$ cat config.mk
export PLATFORM = sky130hd
export DESIGN_NAME = cache_ctrl_2way_wt
export DESIGN_NICKNAME = d
export VERILOG_FILES = /design/src/rtl/cache_ctrl_2way_wt.sv
export SDC_FILE = /design/constraint.sdc
export NUM_CORES = 2
export LEC_CHECK = 0
export ABC_AREA = 1
export BUFFER_PORTS_ARGS = -buffer_cell sky130_fd_sc_hd__buf_2
export CAP_MARGIN = 25
export CORE_MARGIN = 1.5
export CORE_UTILIZATION = 45
export CTS_BUF_LIST = sky130_fd_sc_hd__clkbuf_4 sky130_fd_sc_hd__clkbuf_8
export DETAILED_ROUTE_END_ITERATION = 16
export MAX_ROUTING_LAYER = met4
export SLEW_MARGIN = 30
export SYNTH_ARGS = -nofsm -noshare
export SYNTH_HDL_FRONTEND = slang
export SYNTH_SLANG_ARGS = --single-unit
export TNS_END_PERCENT = 5
$ cat constraint.sdc
create_clock -name clock -period 8.76 [get_ports clock]
set_input_delay 1.314 -clock clock [delete_from_list [all_inputs] [get_ports clock]]
set_output_delay 1.314 -clock clock [all_outputs]
set_load 0.01 [all_outputs]
$ cat src/rtl/cache_ctrl_2way_wt.sv
// Two-way set-associative, write-through, write-no-allocate cache controller between a CPU and
// a combinational MainMemory port. One request in flight; tag/valid/LRU/data live in this block.
module cache_ctrl_2way_wt #(
    parameter int INDEX_BITS  = 2,
    parameter int MEM_LATENCY = 4
) (
    input  logic         clock,
    input  logic         reset,
    input  logic         cpu_req,
    input  logic         cpu_read_write,
    input  logic [9:0]   cpu_address,
    input  logic [31:0]  cpu_write_data,
    output logic [31:0]  cpu_read_data,
    output logic         cpu_ready,
    output logic         cpu_hit,
    output logic         mem_read_write,
    output logic [9:0]   mem_address,
    output logic [127:0] mem_write_data,
    input  logic [127:0] mem_read_data,
    output logic [2:0]   dbg_state_o
);
    localparam int NUM_SETS = 1 << INDEX_BITS;
    localparam int TAG_BITS = 6 - INDEX_BITS;
    localparam int CNT_W    = (MEM_LATENCY > 1) ? $clog2(MEM_LATENCY) : 1;

    typedef enum logic [2:0] {
        S_IDLE      = 3'd0,
        S_COMPARE   = 3'd1,
        S_REFILL    = 3'd2,
        S_MEM_WRITE = 3'd3,
        S_RESPOND   = 3'd4
    } state_e;

    state_e              state_q;
    logic                op_write_q;
    logic [9:2]          addr_q;
    logic [31:0]         wdata_q;
    logic                hit_q;
    logic                victim_q;
    logic [CNT_W-1:0]    cnt_q;
    logic                valid_q [2][NUM_SETS];
    logic [TAG_BITS-1:0] tag_q   [2][NUM_SETS];
    logic [127:0]        data_q  [2][NUM_SETS];
    logic                lru_q   [NUM_SETS];

    logic [TAG_BITS-1:0]   req_tag;
    logic [INDEX_BITS-1:0] req_idx;
    logic [1:0]            req_word;
    logic                  hit0, hit1, hit, hit_way, victim_way, cnt_last;
    logic [127:0]          merged_d;
    logic                  unused_addr_bits;

    // Byte-offset bits never select anything; the cache is word granular.
    assign unused_addr_bits = ^cpu_address[1:0];

    function automatic logic [31:0] lane_get(input logic [127:0] blk, input logic [1:0] w);
        case (w)
            2'd0:    lane_get = blk[127:96];
            2'd1:    lane_get = blk[95:64];
            2'd2:    lane_get = blk[63:32];
            default: lane_get = blk[31:0];
        endcase
    endfunction

    function automatic logic [127:0] lane_put(input logic [127:0] blk, input logic [1:0] w,
                                              input logic [31:0] word);
        lane_put = blk;
        case (w)
            2'd0:    lane_put[127:96] = word;
            2'd1:    lane_put[95:64]  = word;
            2'd2:    lane_put[63:32]  = word;
            default: lane_put[31:0]   = word;
        endcase
    endfunction

    assign req_tag    = addr_q[9 -: TAG_BITS];
    assign req_idx    = addr_q[4 +: INDEX_BITS];
    assign req_word   = addr_q[3:2];
    assign hit0       = valid_q[0][req_idx] && (tag_q[0][req_idx] == req_tag);
    assign hit1       = valid_q[1][req_idx] && (tag_q[1][req_idx] == req_tag);
    assign hit        = hit0 || hit1;
    assign hit_way    = !hit0;
    assign victim_way = !valid_q[0][req_idx] ? 1'b0 :
                        !valid_q[1][req_idx] ? 1'b1 : lru_q[req_idx];
    assign cnt_last   = (cnt_q == CNT_W'(MEM_LATENCY - 1));
    assign merged_d   = lane_put(data_q[hit_way][req_idx], req_word, wdata_q);
    assign dbg_state_o = state_q;

    // CPU handshake: cpu_req is sampled only in IDLE; completion is a single-cycle cpu_ready
    // pulse, and cpu_read_data/cpu_hit are meaningful only while cpu_ready is high.
    always_ff @(posedge clock) begin
        if (reset) begin
            state_q        <= S_IDLE;
            op_write_q     <= 1'b0;
            addr_q         <= '0;
            wdata_q        <= '0;
            hit_q          <= 1'b0;
            victim_q       <= 1'b0;
            cnt_q          <= '0;
            cpu_read_data  <= '0;
            cpu_ready      <= 1'b0;
            cpu_hit        <= 1'b0;
            mem_read_write <= 1'b0;
            mem_address    <= '0;
            mem_write_data <= '0;
            for (int w = 0; w < 2; w++) begin
                for (int s = 0; s < NUM_SETS; s++) begin
                    valid_q[w][s] <= 1'b0;
                    tag_q[w][s]   <= '0;
                end
            end
            for (int s = 0; s < NUM_SETS; s++) lru_q[s] <= 1'b0;
        end else begin
            case (state_q)
                S_IDLE: begin
                    if (cpu_req) begin
                        op_write_q <= cpu_read_write;
                        addr_q     <= cpu_address[9:2];
                        wdata_q    <= cpu_write_data;
                        state_q    <= S_COMPARE;
                    end
                end
                S_COMPARE: begin
                    hit_q <= hit;
                    cnt_q <= '0;
                    if (hit) lru_q[req_idx] <= ~hit_way;
                    if (!op_write_q && hit) begin
                        cpu_read_data <= lane_get(data_q[hit_way][req_idx], req_word);
                        cpu_hit       <= 1'b1;
                        cpu_ready     <= 1'b1;
                        state_q       <= S_RESPOND;
                    end else if (!op_write_q) begin
                        victim_q       <= victim_way;
                        mem_read_write <= 1'b0;
                        mem_address    <= {addr_q[9:4], 4'b0000};
                        state_q        <= S_REFILL;
                    end else begin
                        mem_read_write <= 1'b1;
                        mem_address    <= {addr_q[9:2], 2'b00};
                        mem_write_data <= lane_put('0, req_word, wdata_q);
                        state_q        <= S_MEM_WRITE;
                    end
                end
                S_REFILL: begin
                    if (cnt_last) begin
                        valid_q[victim_q][req_idx] <= 1'b1;
                        tag_q[victim_q][req_idx]   <= req_tag;
                        lru_q[req_idx]             <= ~victim_q;
                        cpu_read_data              <= lane_get(mem_read_data, req_word);
                        cpu_hit                    <= 1'b0;
                        cpu_ready                  <= 1'b1;
                        state_q                    <= S_RESPOND;
                    end else begin
                        cnt_q <= cnt_q + 1'b1;
                    end
                end
                S_MEM_WRITE: begin
                    if (cnt_last) begin
                        mem_read_write <= 1'b0;
                        cpu_read_data  <= '0;
                        cpu_hit        <= hit_q;
                        cpu_ready      <= 1'b1;
                        state_q        <= S_RESPOND;
                    end else begin
                        cnt_q <= cnt_q + 1'b1;
                    end
                end
                default: begin
                    cpu_ready     <= 1'b0;
                    cpu_hit       <= 1'b0;
                    cpu_read_data <= '0;
                    state_q       <= S_IDLE;
                end
            endcase
        end
    end

    // Data blocks need no reset: valid bits gate every use of them.
    always_ff @(posedge clock) begin
        if (state_q == S_COMPARE && op_write_q && hit)
            data_q[hit_way][req_idx] <= merged_d;
        else if (state_q == S_REFILL && cnt_last)
            data_q[victim_q][req_idx] <= mem_read_data;
    end
endmodule

==> results.tsv <==
metric	value	unit
outcome	finished clean	
synth-async-reset-ratio	0	%
clkPwrFrac	27.6	%
crit_chain	inv_2 -> nor2_4 -> buf_4 -> nand2_1 -> nand4_1 -> nand2_1 -> nor2_4 -> buf_12 -> buf_12 -> buf_4 -> nand3_1 -> nand3_1 -> nand2_1 -> nor2_1 -> a21oi_1 -> o21ai_0	
design_area	0.0623	mm²
crit_path_frequent_cell	nand2_1	
synthesis.area	0.0547	mm²
rsz0062_at_grt	false	
ys_top_cells_by_area	edfxtp_1 59%, nand2_1 10%, nand3_1 9.5%	
slew_headroom	27.8	%
met1_length	79600	µm
synth-edff-count	1068	
ys_types	34	
crit_slowest_cell	buf_4	
rows	127	
switching_share	39.0	%
skew	55.0	ps
drt-total-wl	206000	µm
switchingPower	7840	µW
die_h	352	µm
grt_pass1_vias	39800	
drive_gt1_share	14.0	%
worst_pin_slew	1080	ps
syn_area_per_cell	10.0	µm²
synth_top_cell_area_share	58.7	%
cp.arrival	6510	ps
cts_buffer_depth	3	
synth_top_family_by_area	simple AND/OR/NAND/NOR gates	
ctsHtreeMaxLevel	4	
hold_violations	0	
timing.fmax	0.169	GHz
hpwl	128000	µm
fin_tns_setup	0	ps
io_pins	350	
drc	0	
initial_core_util	45.5	%
slowest_delay	790	ps
hp-class	register to register	
cts_resized	0	
synth-compound-area-share	5.36	%
required	9370	ps
wl_per_cell	27.4	µm
numCtsBuffers	210	
vias_per_cell	5.86	
drt_iter0_markers	6416	
antenna_left	0	
met3WireLength	29200	µm
ys_seq_elements	1289	
finalNetCount	5870	
fin_crit_sh	67.4	%
p_leak	0.0244	µW
setup_viol	0	
antenna_found_initial	26	
place.gp.congestion	0.949	
ys_top_cells_by_count	1499 x nand2_1, 1068 x edfxtp_1, 1040 x nand3_1	
cts_setup_buffers	0	
fin_util	51.9	%
synth_warnings	0	
power.density	323	mW/mm²
synth-main-ff-cell	edfxtp_1	
dr.pass1.iters	6	
final_cells	7520	
die_area	0.124	mm²
internal-power	12300	µW
die_w	352	µm
synth_cells	5452	
port-buffer-count	345	
period_needed	5900	ps
crit_fanout	175	
grt.overflow.total	0	
crit_type	register to register	
cts_num_sinks	1289	
routed.top_layer	met4	
postCtsHoldBufs	0	
syn_to_final_growth	14.0	%
seq_area_frac_synth	66.8	%
comb_power_share	31.8	%
slew_violations	0	
synth_xor_area_share	0.0320	%
grt_use_total	33.9	%
clk_pin_slew	70	ps
start_kind	register	
end_kind	register	
synth-simple-area-share	23.8	%
peakVddDrop	329	µV
p_seq_share	40.5	%
grt_max_degree	195	
yosysTopAreaCell	edfxtp_1	
wl_met2	88000	µm
synth_adder_area_share	0.0229	%
synthMostInstantiatedCell	nand2_1	
num_vias	44100	
cts_tree	yes	
clkLatencyLatePin	930	ps
dpl_cell_area	0.0577	mm²
core	0.120	mm²
synth_mux_area_share	0.0183	%
root_buffer	clkbuf_8	
grt_pass1_wl	288000	µm
dp_slack	2910	ps
setup_ws	2860	ps
maxCapViolCount	0	
dp_cells	7093	
==> final cells by class <==
cell class / instances / area [µm²]
Fill cell: 11000 / 57800
Sequential cell: 1289 / 36500
Multi-Input combinational cell: 3644 / 16100
Clock buffer: 320 / 3940
Timing Repair Buffer: 421 / 2570
Tap cell: 1612 / 2020
Clock inverter: 77 / 569
Inverter: 129 / 497
Antenna cell: 28 / 70.1
==> power groups by stage <==
stage | logic (µW) | registers [µW] | clock network, µW
final | 6400 | 8150 | 5560
after CTS | 6220 | 8130 | 5580
after global routing | 6830 | 8150 | 5850
after floorplan | 3870 | 8140 | 0
after detailed placement | 6200 | 8250 | 0
after global placement | 6090 | 8250 | 0
==> placed cells by master, fill, tap and decap left out, types with 112 or more instances in the layout <==
| cell type | count |
|---|---|
| dfxtp_1 | 220 |
| nand3_1 | 1040 |
| inv_1 | 112 |
| a21oi_1 | 230 |
| nor2_1 | 477 |
| edfxtp_1 | 1068 |
| nand2_1 | 1496 |
| o21ai_0 | 202 |
| buf_2 | 345 |
| clkbuf_8 | 246 |
==> final timing paths <==
path	startpoint	endpoint	slack, ps	depth (start not counted)
min	mem_write_data[78]	mem_write_data[78]	460	2
max reg2reg	addr_q[5]	data_q[0][334]	2860	16
max	addr_q[5]	data_q[0][334]	2860	16
min reg2reg	mem_write_data[78]	mem_write_data[78]	460	2
==> worst max-delay path, delay by kind of cell, from the launching register on <==
family	cells	cell delay (ps)
DFF	1	610
AOI/OAI and AO/OA	2	760
buffers and inverters	5	2550
and+or+nand+nor	9	1230
==> state kept, by name, summed over array words and instances, names as in the netlist, 4 cells and up, named ones only <==
register,flops
mem_address,8
addr_q,8
valid_q,8
wdata_q,32
lru_q,4
cpu_read_data,32
mem_write_data,128
data_q,1024
tag_q,32
==> cell families (layout without fill, tap and decap cells) <==
kind of cell / Yosys count / in the layout
AND/OR/NAND/NOR: 3078 / 3078
flip-flops: 1289 / 1289
AO/OA/AOI/OAI: 560 / 560
buffers and inverters: 520 / 947
XOR/XNOR: 2 / 2
adder cells (fa/ha/maj): 1 / 1
other: 1 / 30
multiplexers: 1 / 1
==> per-stage QoR <==
stage,hold WS [ps],power [µW]
2_1_floorplan,429,12000
3_3_place_gp,449,14300
3_5_place_dp,451,14500
4_1_cts,461,19900
5_1_grt,471,20800
6_report,458,20100
==> metal layers <==
metal | GRT usage, % | up-vias
met5 | - | -
met1 | 45.0 | 21400
met2 | 47.4 | 2769
met4 | 14.8 | 0
met3 | 11.0 | 419
li1 | - | 19500
No activity file was read; power rests on OpenSTA's default activity.
